===== src/rtl/cnn_mac_pkg.sv =====
// -----------------------------------------------------------------------------
// cnn_mac_pkg
// Shared defaults and helpers for the CNN multiply-accumulate pipeline.
//   - Default operand / accumulator / result widths, pipeline depth and
//     fixed-point shift used by cnn_mul_acc_pipe and cnn_mac_mul_pipe.
//   - Saturation helpers that clip a sign-extended 64-bit value to a signed
//     range of a given width and report whether clipping happened.
// Optional feature macro (consumed by cnn_mul_acc_pipe): CNN_MAC_SAT_EN.
// -----------------------------------------------------------------------------
package cnn_mac_pkg;

    localparam int DIN0_W_DEF     = 8;
    localparam int DIN1_W_DEF     = 14;
    localparam int ACC_W_DEF      = 32;
    localparam int DOUT_W_DEF     = 16;
    localparam int NUM_STAGE_DEF  = 3;
    localparam int FRAC_SHIFT_DEF = 0;

    // Largest value representable as a signed number of width w.
    function automatic logic signed [63:0] sat_hi(input int w);
        return (64'sd1 <<< (w - 1)) - 64'sd1;
    endfunction

    // Smallest value representable as a signed number of width w.
    function automatic logic signed [63:0] sat_lo(input int w);
        return -(64'sd1 <<< (w - 1));
    endfunction

    // True when v does not fit in a signed w-bit result.
    function automatic logic sat_out_of_range(input logic signed [63:0] v, input int w);
        return (v > sat_hi(w)) || (v < sat_lo(w));
    endfunction

    // Clip v into the signed w-bit range; the caller truncates to w bits.
    function automatic logic signed [63:0] sat_clip(input logic signed [63:0] v, input int w);
        logic signed [63:0] r;
        if (v > sat_hi(w)) begin
            r = sat_hi(w);
        end else if (v < sat_lo(w)) begin
            r = sat_lo(w);
        end else begin
            r = v;
        end
        return r;
    endfunction

endpackage


===== src/rtl/cnn_mac_mul_pipe.sv =====
// -----------------------------------------------------------------------------
// cnn_mac_mul_pipe
// Signed full-width multiplier followed by NUM_STAGE registers carrying the
// product together with the window flags and a valid bit. All stages advance
// together under i_en; with i_en low the whole pipe holds.
// Ports:
//   clk, rst_n          clock, asynchronous active-low reset
//   i_en                shift enable (common to every stage)
//   i_a, i_b            signed operands
//   i_first, i_last     window delimiters travelling with the product
//   i_valid             beat present at the pipe input
//   o_p                 signed product at pipe exit (A_W+B_W bits)
//   o_first, o_last     flags at pipe exit
//   o_valid             valid bit at pipe exit
// -----------------------------------------------------------------------------
module cnn_mac_mul_pipe
    import cnn_mac_pkg::*;
#(
    parameter int A_W       = DIN0_W_DEF,
    parameter int B_W       = DIN1_W_DEF,
    parameter int NUM_STAGE = NUM_STAGE_DEF
) (
    input  logic                        clk,
    input  logic                        rst_n,
    input  logic                        i_en,
    input  logic signed [A_W-1:0]       i_a,
    input  logic signed [B_W-1:0]       i_b,
    input  logic                        i_first,
    input  logic                        i_last,
    input  logic                        i_valid,
    output logic signed [A_W+B_W-1:0]   o_p,
    output logic                        o_first,
    output logic                        o_last,
    output logic                        o_valid
);

    localparam int P_W = A_W + B_W;

    logic signed [P_W-1:0] w_prod;
    logic signed [P_W-1:0] r_p     [NUM_STAGE];
    logic                  r_first [NUM_STAGE];
    logic                  r_last  [NUM_STAGE];
    logic                  r_valid [NUM_STAGE];

    // Both operands are sign-extended to the product width before multiplying
    // so the full product is kept without truncation.
    assign w_prod = P_W'(i_a) * P_W'(i_b);

    // Product / flag / valid shift register, frozen when i_en is low.
    always_ff @(posedge clk or negedge rst_n) begin
        if (!rst_n) begin
            for (int s = 0; s < NUM_STAGE; s++) begin
                r_p[s]     <= '0;
                r_first[s] <= 1'b0;
                r_last[s]  <= 1'b0;
                r_valid[s] <= 1'b0;
            end
        end else if (i_en) begin
            r_p[0]     <= w_prod;
            r_first[0] <= i_first;
            r_last[0]  <= i_last;
            r_valid[0] <= i_valid;
            for (int s = 1; s < NUM_STAGE; s++) begin
                r_p[s]     <= r_p[s-1];
                r_first[s] <= r_first[s-1];
                r_last[s]  <= r_last[s-1];
                r_valid[s] <= r_valid[s-1];
            end
        end
    end

    assign o_p     = r_p[NUM_STAGE-1];
    assign o_first = r_first[NUM_STAGE-1];
    assign o_last  = r_last[NUM_STAGE-1];
    assign o_valid = r_valid[NUM_STAGE-1];

endmodule


===== src/rtl/cnn_mul_acc_pipe.sv =====
// -----------------------------------------------------------------------------
// cnn_mul_acc_pipe
// Streaming signed multiply-accumulate over windows delimited by in_first /
// in_last. Each accepted beat is multiplied in a NUM_STAGE-deep pipe; at pipe
// exit the product opens (in_first) or extends the running sum. The beat that
// closes a window loads dout with the sum arithmetically shifted right by
// FRAC_SHIFT and reduced to dout_WIDTH bits.
// Optional feature macro: CNN_MAC_SAT_EN
//   defined   -> reduce by saturating, sat_flag marks clipped results
//   undefined -> reduce by keeping the low dout_WIDTH bits, sat_flag = 0
// Ports:
//   ap_clk, ap_rst_n     clock, asynchronous active-low reset
//   din0, din1           signed operands
//   in_first, in_last    window open / close flags
//   in_valid, in_ready   input handshake (in_ready is combinational)
//   dout, out_valid      registered window result and its valid
//   out_ready            consumer ready
//   sat_flag             result was clipped (qualified by out_valid)
// -----------------------------------------------------------------------------
module cnn_mul_acc_pipe
    import cnn_mac_pkg::*;
#(
    parameter int din0_WIDTH = DIN0_W_DEF,
    parameter int din1_WIDTH = DIN1_W_DEF,
    parameter int acc_WIDTH  = ACC_W_DEF,
    parameter int dout_WIDTH = DOUT_W_DEF,
    parameter int NUM_STAGE  = NUM_STAGE_DEF,
    parameter int FRAC_SHIFT = FRAC_SHIFT_DEF
) (
    input  logic                         ap_clk,
    input  logic                         ap_rst_n,
    input  logic signed [din0_WIDTH-1:0] din0,
    input  logic signed [din1_WIDTH-1:0] din1,
    input  logic                         in_first,
    input  logic                         in_last,
    input  logic                         in_valid,
    output logic                         in_ready,
    output logic signed [dout_WIDTH-1:0] dout,
    output logic                         out_valid,
    input  logic                         out_ready,
    output logic                         sat_flag
);

    localparam int P_W = din0_WIDTH + din1_WIDTH;

    logic                         w_in_ready;
    logic                         w_accept;
    logic signed [P_W-1:0]        w_exit_p;
    logic                         w_exit_first;
    logic                         w_exit_last;
    logic                         w_exit_valid;
    logic signed [acc_WIDTH-1:0]  w_p_ext;
    logic signed [acc_WIDTH-1:0]  w_sum;
    logic signed [acc_WIDTH-1:0]  w_shift;
    logic signed [dout_WIDTH-1:0] w_dout;
    logic                         w_clip;

    logic signed [acc_WIDTH-1:0]  r_acc;
    logic signed [dout_WIDTH-1:0] r_dout;
    logic                         r_out_valid;
    logic                         r_sat;

    // A held result the consumer has not taken stalls the whole datapath.
    assign w_in_ready = !(r_out_valid && !out_ready);
    assign w_accept   = in_valid && w_in_ready;

    cnn_mac_mul_pipe #(
        .A_W       (din0_WIDTH),
        .B_W       (din1_WIDTH),
        .NUM_STAGE (NUM_STAGE)
    ) u_mul_pipe (
        .clk     (ap_clk),
        .rst_n   (ap_rst_n),
        .i_en    (w_in_ready),
        .i_a     (din0),
        .i_b     (din1),
        .i_first (in_first),
        .i_last  (in_last),
        .i_valid (w_accept),
        .o_p     (w_exit_p),
        .o_first (w_exit_first),
        .o_last  (w_exit_last),
        .o_valid (w_exit_valid)
    );

    // Running sum for the beat at pipe exit, its shifted form and the reduced result.
    always_comb begin
        w_p_ext = acc_WIDTH'(w_exit_p);
        if (w_exit_first) begin
            w_sum = w_p_ext;
        end else begin
            w_sum = r_acc + w_p_ext;
        end
        // Arithmetic shift of a signed value rounds toward minus infinity.
        w_shift = w_sum >>> FRAC_SHIFT;
`ifdef CNN_MAC_SAT_EN
        w_dout = dout_WIDTH'(sat_clip(64'(w_shift), dout_WIDTH));
        w_clip = sat_out_of_range(64'(w_shift), dout_WIDTH);
`else
        w_dout = dout_WIDTH'(w_shift);
        w_clip = 1'b0;
`endif
    end

    // Accumulator and output register; everything holds while stalled.
    always_ff @(posedge ap_clk or negedge ap_rst_n) begin
        if (!ap_rst_n) begin
            r_acc       <= '0;
            r_dout      <= '0;
            r_out_valid <= 1'b0;
            r_sat       <= 1'b0;
        end else if (w_in_ready) begin
            if (w_exit_valid) begin
                r_acc <= w_sum;
            end
            if (w_exit_valid && w_exit_last) begin
                r_dout      <= w_dout;
                r_sat       <= w_clip;
                r_out_valid <= 1'b1;
            end else begin
                r_out_valid <= 1'b0;
            end
        end
    end

    assign in_ready  = w_in_ready;
    assign dout      = r_dout;
    assign out_valid = r_out_valid;
    assign sat_flag  = r_sat;

endmodule


===== config.mk =====
export PLATFORM = sky130hd
export DESIGN_NAME = cnn_mul_acc_pipe
export DESIGN_NICKNAME = d
export VERILOG_FILES = /design/src/rtl/cnn_mac_pkg.sv /design/src/rtl/cnn_mac_mul_pipe.sv /design/src/rtl/cnn_mul_acc_pipe.sv
export SDC_FILE = /design/constraint.sdc
export NUM_CORES = 1
export LEC_CHECK = 0
export BUFFER_PORTS_ARGS = -buffer_cell sky130_fd_sc_hd__buf_2
export CORE_ASPECT_RATIO = 2
export CORE_MARGIN = 4
export CORE_UTILIZATION = 25
export CTS_CLUSTER_DIAMETER = 80
export DETAILED_ROUTE_END_ITERATION = 12
export PLACE_DENSITY_LB_ADDON = 0.3
export REMOVE_ABC_BUFFERS = 1
export SLEW_MARGIN = 20
export SYNTH_ARGS = -nofsm -noshare
export SYNTH_HDL_FRONTEND = slang
export SYNTH_HIERARCHICAL = 1
export SYNTH_SLANG_ARGS = --single-unit

===== constraint.sdc =====
create_clock -name ap_clk -period 3.35 [get_ports ap_clk]
set_input_delay 0.1675 -clock ap_clk [delete_from_list [all_inputs] [get_ports ap_clk]]
set_output_delay 0.1675 -clock ap_clk [all_outputs]
set_load 0.02 [all_outputs]

# ---- Word-level counts from Yosys, hierarchy flattened
# Cells that the tools add are included.
dict set report totals {
  regBits 124
  in_bits 28
  out_inout_bits 19
  wordCells 27
}
dict set report classes {
  n_addsub 1
  n_mul 1
  n_mux 2
  bitwise_logic 1
  n_reduce_logical 7
}
# op count
set ops {}
lappend ops {{adder 32 x 22 -> 32 bit} 1}
lappend ops {{two-way mux 32 bit} 1}
lappend ops {{multiplier 8 x 14 -> 22 bit} 1}
lappend ops {{AND reduction 2 bit} 2}
lappend ops {{logical AND 1 bit} 3}
lappend ops {{logical NOT 1 bit} 2}
lappend ops {{two-way mux 1 bit} 1}
lappend ops {{NOT 1 bit} 1}

# ---- Depth between registers and ports, before layout
# Gate-level depths: netlist of run 1.
dict set report depth {
  depth_word 4
  mapped_depth 17
  mapped_depth_nobuf 16
}

# ---- By module
# Netlist of run 1, hierarchy kept.
# module n_inst cells_each area_each_um2 seq_area_each_um2
set by_module_without_submodules {}
lappend by_module_without_submodules {cnn_mac_mul_pipe 1 663 7045.5 1876.8}
lappend by_module_without_submodules {cnn_mul_acc_pipe 1 240 2160.8 825.8}

# ---- Worst setup path before layout of run 1
# No wires, ideal clock.
dict set report synth_timing {
  path_type {input port to flip-flop}
  start {in din0[2]}
  end {reg u_mul_pipe/r_p[64] in the netlist's numbering}
  setup_ns 0.125
  arrival_ns 4.260
  path_slack_ns -1.034
  path_stages 16
  path_buffers 1
  cell_sequence {clkbuf_1 -> nand2_1 -> fa_1 -> inv_1 -> fa_1 -> fa_1 -> inv_1 -> fa_1 -> inv_1 -> ha_1 -> a21oi_1 -> nand2_1 -> a221oi_1 -> o31ai_1 -> xnor2_1 -> mux2_2}
}
dict set report synth_via {
  elab_chain_len 1
}
# element line
set synth_lines {}
lappend synth_lines {{from (decl)} cnn_mul_acc_pipe.sv:32} ;# input logic signed [din0_WIDTH-1:0] din0,
lappend synth_lines {{multiplier 8 x 14 -> 22 bit} cnn_mac_mul_pipe.sv:47} ;# assign w_prod = P_W'(i_a) * P_W'(i_b);
lappend synth_lines {{to (signal, indexed assignment)} cnn_mac_mul_pipe.sv:64} ;# r_p[s] <= r_p[s-1];
lappend synth_lines {{to (decl)} cnn_mac_mul_pipe.sv:40} ;# logic signed [P_W-1:0] r_p [NUM_STAGE];
# Every way passes these cells.
# A chain may end at the register's enable or synchronous reset.

# ---- Final worst setup path of run 1
dict set report layout_timing {
  start {in din1[6]}
  end {reg u_mul_pipe/r_p[56] in the netlist's numbering}
}
dict set report layout_via {
  elab_chain_len 1
}
# element line
set layout_lines {}
lappend layout_lines {{from (decl)} cnn_mul_acc_pipe.sv:33} ;# input logic signed [din1_WIDTH-1:0] din1,
lappend layout_lines {{multiplier 8 x 14 -> 22 bit} cnn_mac_mul_pipe.sv:47}
# Every way passes these cells.

==> results.cfg, run 1 <==
[critical_path]
critPathRequiredTime_ps = 3590
path_class = input port to flip-flop
r2r-start = u_mul_pipe/o_p[0]$_DFFE_PN0P_
start_kind = input port
r2r_slack_ps = 740
crit_fanout = 8
critPathArrivalTime_ps = 3830
reg2reg_to = r_acc[14]$_DFFE_PN0P_
crit_path_end_kind = flip-flop
startpoint = din1[6]
cp-endpoint = u_mul_pipe/r_p[56]$_DFFE_PN0P_
r2r_cells = 9

[routing]
wl_per_cell_um = 14.2
drc = 0
ant_nets = 0
drt-total-wl_mm = 16.7
vias_per_cell = 4.38
routed-via-count = 5173
first_pass_iters = 4
drtIter0Drc = 100

[hold_path]
hold_class = input port to flip-flop

[timing]
worst_slack_ps = -247
min_period_over_period_pct = 107
slew_violations = 0
max_freq_mhz = 278
tns_ps = -1270
timing.final.crit_period_ps = 3600
setup_violations = 7
hold_viol_final = 0
slew_headroom_pct = 38.6
tightest_slew_ps = 920
skew_ps = 3.78
rsz0062_at_grt = yes

[power]
p_leak_nw = 4.34
vdd_drop_max_v = 0.000313
powerDensity_nw_per_um2 = 940
power_mw = 8.67

[layout]
fill_cells = 3093
final_core_util_pct = 31.4
drive_gt1_share_pct = 31.5
fin_area_um2 = 9220
final_nets = 959
areaGrowthSynthToFinish_pct = 24.3
n_antenna_cell = 0

[flow_run]
cap_violations = 0

[global_route]
grt-ovfl-total = 0
grt_max_degree = 75
met2_usage_pct = 22.2
met3_usage_pct = 1.21
grt_pass1_wl_mm = 28.2
grt_use_total_pct = 10.9
busiest_layer = met2
antenna_found_initial = 0
grtUsageMet1_pct = 10.3
grt_pass1_vias = 5792

[logic_synthesis]
yosysWarnings = 6
netlist_area_um2 = 7420
synth_cells = 734
synth.avg_cell_area_um2 = 10.1

[floorplanning]
die_w_um = 130
fp.dieArea_um2 = 32700
core-area_um2 = 29400
start_util_pct = 25.2
dieHeight_um = 252
num_rows = 89
pin_count = 47

[outcome]
violations = setup timing
status = finished with violations

[place]
hpwl_mm = 13.6
place_area_um2 = 8330
port_buffers = 45
gp_congestion = 0.899

[clocking]
insertion_delay_ps = 350
htree_levels = 3
clock-sinks = 90
cts_buffers = 9
clk_pin_slew_ps = 70
root_buffer = clkbuf_16
clk_path_buf_depth = 2
tritoncts = done
[sequential cells by signal (all words and copies together), names as in the netlist]
register / count
dout: 16
out_valid: 1
r_acc: 16
u_mul_pipe/o_first: 1
u_mul_pipe/o_last: 1
u_mul_pipe/o_p: 16
u_mul_pipe/o_valid: 1
u_mul_pipe/r_first: 2
u_mul_pipe/r_last: 2
u_mul_pipe/r_p: 32
u_mul_pipe/r_valid: 2
[routing by layer]
layer  vias up  wire length [um]
met4         0               536
met1      2563              5660
li1       2514                 -
met2        66             10200
met3        30               304
met5         -                 0
[layout make-up]
class | instances | area (um^2) | area share, %
clock buffer | 11 | 253 | 2.74
clock inverter | 5 | 61.3 | 0.665
inverter | 100 | 383 | 4.15
multi-input combinational | 499 | 4860 | 52.7
sequential | 90 | 2250 | 24.4
tap | 364 | 455 | 4.94
timing repair buffer | 113 | 960 | 10.4
[metrics by stage]
stage | hold WS (ps) | std cells | worst slack (ps)
2_1_floorplan | -128 | 689 | -763
3_3_place_gp | 375 | 1157 | -939
3_5_place_dp | 365 | 1157 | -957
4_1_cts | 37.1 | 1176 | -246
5_1_grt | 52.6 | 1182 | -402
6_report | 51.8 | 1182 | -247
[layout by cell type, fill, tap and decap left out, types with 3 or more instances in the layout]
| cell type | count |
|---|---|
| dfrtp_1 | 90 |
| inv_1 | 88 |
| nand2_1 | 66 |
| fa_1 | 63 |
| buf_4 | 58 |
| and2_1 | 56 |
| mux2_2 | 52 |
| ha_1 | 38 |
| buf_2 | 27 |
| o21ai_0 | 25 |
| nor2_1 | 19 |
| buf_6 | 19 |
| a21oi_1 | 16 |
| xnor2_1 | 12 |
| and2_4 | 12 |
| a21o_1 | 11 |
| clkbuf_16 | 11 |
| inv_2 | 11 |
| ha_4 | 10 |
| nand3_1 | 9 |
| mux2i_1 | 8 |
| o21ai_1 | 8 |
| xor2_1 | 6 |
| a211oi_1 | 5 |
| buf_12 | 5 |
| mux2_4 | 5 |
| fa_2 | 5 |
| a211o_1 | 4 |
| a21oi_2 | 4 |
| o21ai_2 | 4 |
| nand2b_1 | 3 |
| nand2b_4 | 3 |
[power breakdown]
group | switching [mW] | total (mW) | internal [mW] | leakage [nW]
Clock | 0.429 | 1.05 | 0.623 | 0.156
Sequential | 0.323 | 1.96 | 1.64 | 1.08
Combinational | 2.86 | 5.66 | 2.80 | 3.11
[how the worst min path moves through the flow]
stage | start | end | slack (ps) | cells past startpoint
after floorplan | ap_rst_n | dout[0]$_DFFE_PN0P_ | -130 | 0
after global placement | ap_rst_n | u_mul_pipe/r_p[44]$_DFFE_PN0P_ | 370 | 1
after detailed placement | ap_rst_n | u_mul_pipe/r_p[44]$_DFFE_PN0P_ | 370 | 1
after CTS | in_first | u_mul_pipe/r_first[2]$_DFFE_PN0P_ | 40 | 2
after global routing | in_last | u_mul_pipe/r_last[2]$_DFFE_PN0P_ | 50 | 2
final | in_first | u_mul_pipe/r_first[2]$_DFFE_PN0P_ | 50 | 2
[timing repair]
item | 4_1_cts | 5_1_grt
buffers inserted | 2 | 5
hold buffers | 1 | 0
resized for setup | 86 | 40
pin swaps | 52 | 30
endpoints found under the setup margin | 9 | 9
gates cloned | 0 | 2
hold endpoints to repair | 24 | 0
[worst max-delay path, cell delays in order]
cell	delay, ps
buf_12	120
and2_4	150
fa_1	560
fa_1	440
fa_1	530
inv_2	40
fa_1	480
inv_2	50
ha_4	250
buf_6	120
o211ai_1	90
a21oi_2	70
a211o_1	280
a21boi_2	160
xnor2_1	80
mux2_4	250
(Power assumes the default switching activity.)
==> run 2: changes to the inputs <==
- CORE_UTILIZATION: 25 -> 50
==> run 2 against run 1 <==
Compared with the run above: the flow still finishes with violations (setup timing); critical endpoint unchanged; largest power group unchanged; global-route usage rose by 9.5 points; count of clock-buffer cells in the layout is 1 lower; critical path type unchanged; critical path depth stayed put; sequential share of layout area up 0.63 points.
==> results.cfg, run 2 (synthesized netlist as in run 1, its figures left out) <==
[critical_path]
crit_fanout = 5
critPathArrivalTime_ps = 3840
r2r_cells = 9
path_class = input port to flip-flop
critPathRequiredTime_ps = 3570
r2r-start = u_mul_pipe/o_p[0]$_DFFE_PN0P_
startpoint = din1[0]
crit_path_end_kind = flip-flop
start_kind = input port

[routing]
wl_per_cell_um = 16.0
vias_per_cell = 5.29
ant_nets = 0
drtIter0Drc = 207
drt-total-wl_mm = 16.1
first_pass_iters = 4
drc = 0
routed-via-count = 5316

[floorplanning]
fp.dieArea_um2 = 17000
pin_count = 47
num_rows = 62
dieHeight_um = 180
start_util_pct = 51.4
die_w_um = 94.1
core-area_um2 = 14400

[layout]
final_common_cell = dfrtp_1
final_core_util_pct = 62.3
final_nets = 953
layout_common_cells = dfrtp_1 (90), inv_1 (84), fa_1 (63)
areaGrowthSynthToFinish_pct = 21.2
n_antenna_cell = 0
drive_gt1_share_pct = 32.5
largest_reg_flops = 32
finalNonFillerCells = 1004
regMostFlops = u_mul_pipe/r_p

[power]
clkPwrFrac_pct = 13.7
pwr-share-seq_pct = 22.1
p_comb_share_pct = 64.1
powerDensity_nw_per_um2 = 989
cellInternalPower_mw = 5.22
switching_share_pct = 41.3
p_switching_mw = 3.68
vdd_drop_max_v = 0.000395
p_leak_nw = 4.29

[clocking]
cts_buffers = 9
insertion_delay_ps = 340
root_buffer = clkbuf_16
tritoncts = done
clock-sinks = 90
htree_levels = 3
clk_path_buf_depth = 2
clk_pin_slew_ps = 60

[place]
dp_cells = 980
port_buffers = 45
hpwl_mm = 12.6
dp_slack_ps = -932
gp_congestion = 0.938

[timing]
timing.final.crit_period_ps = 3620
hold_slack_ps = 54.5
slew_violations = 0
hold_viol_final = 0
worst_slack_ps = -270
min_period_over_period_pct = 108
setup_violations = 7
skew_ps = 8.29
rsz0062_at_grt = yes
tns_ps = -1300
slew_headroom_pct = 61.6
tightest_slew_ps = 575
max_freq_mhz = 276

[outcome]
violations = setup timing
status = finished with violations

[global_route]
grt_use_total_pct = 20.4
antenna_found_initial = 0
grt_max_degree = 49
grt-ovfl-total = 0
grt_pass1_wl_mm = 27.6
grt_pass1_vias = 5998

[hold_path]
holdCritStartpoint = in_last
hold_class = input port to flip-flop
hold_depth = 2

[flow_run]
cap_violations = 0
-- run 2: cell types whose count changed in the layout (fill, tap and decap cells not counted), sizes merged --
cell / delta
buf: -4
bufinv: +3
clkbuf: -3
clkinv: -2
-- run 2: worst max-delay path, cell delays in order --
cell and delay (ps):
buf_8 100, nand2b_4 140, fa_1 490, fa_1 540, inv_2 50, fa_1 480, inv_1 50, fa_1 490
inv_2 50, ha_4 230, o211ai_1 190, a21oi_2 60, a211o_1 320, a21boi_2 160, xnor2_1 70, mux2_4 260
-- run 2: final timing paths --
path	to	slack (ps)
max	u_mul_pipe/r_p[56]$_DFFE_PN0P_	-270
min	u_mul_pipe/r_last[2]$_DFFE_PN0P_	50
max reg2reg	r_acc[10]$_DFFE_PN0P_	740
min reg2reg	dout[3]$_DFFE_PN0P_	470
max in group asynchronous	r_acc[9]$_DFFE_PN0P_	2260
min in group asynchronous	r_acc[1]$_DFFE_PN0P_	370
-- run 2: what timing repair did --
action | 4_1_cts | 5_1_grt
cloned | 0 | 0
setup buffers | 4 | 3
hold endpoints to repair | 46 | 0
pin swaps | 63 | 17
endpoints found under the setup margin | 9 | 9
gates resized for setup | 103 | 32
hold buffers | 1 | 0
-- run 2: through the flow --
step | power (mW) | instance area, um^2
floorplan | 5.51 | 7170
global placement | 6.64 | 8050
CTS | 8.80 | 8860
finish | 8.89 | 8990
detailed placement | 6.91 | 8050
global route | 9.65 | 8990
-- run 2: per-layer routing --
layer | wire (um) | global-route usage (%) | part of all wire, % | up-vias
li1 | - | - | - | 2499
met1 | 5440 | 20.0 | 34 | 2649
met2 | 9630 | 40.0 | 60 | 118
met3 | 409 | 2.51 | 2.5 | 50
met4 | 635 | 9.72 | 3.9 | 0
met5 | 0 | 0 | 0 | -
-- run 2: cell type report --
cell class	instances	area, um^2
clock inverters	6	138
flip-flops and latches	90	2250
multi-input cells	499	4890
clock buffers	10	229
fillers	1184	5440
repair buffers	107	867
inverters	100	378
well taps	192	240
-- run 2: power groups by stage --
| stage | registers, mW | logic [mW] | clock network [mW] |
|---|---|---|---|
| 3_3_place_gp | 1.94 | 4.70 | 0 |
| 4_1_cts | 1.97 | 5.59 | 1.25 |
| 3_5_place_dp | 1.98 | 4.93 | 0 |
| 5_1_grt | 2.03 | 6.32 | 1.30 |
| 2_1_floorplan | 2.03 | 3.48 | 0 |
| 6_report | 1.97 | 5.70 | 1.22 |
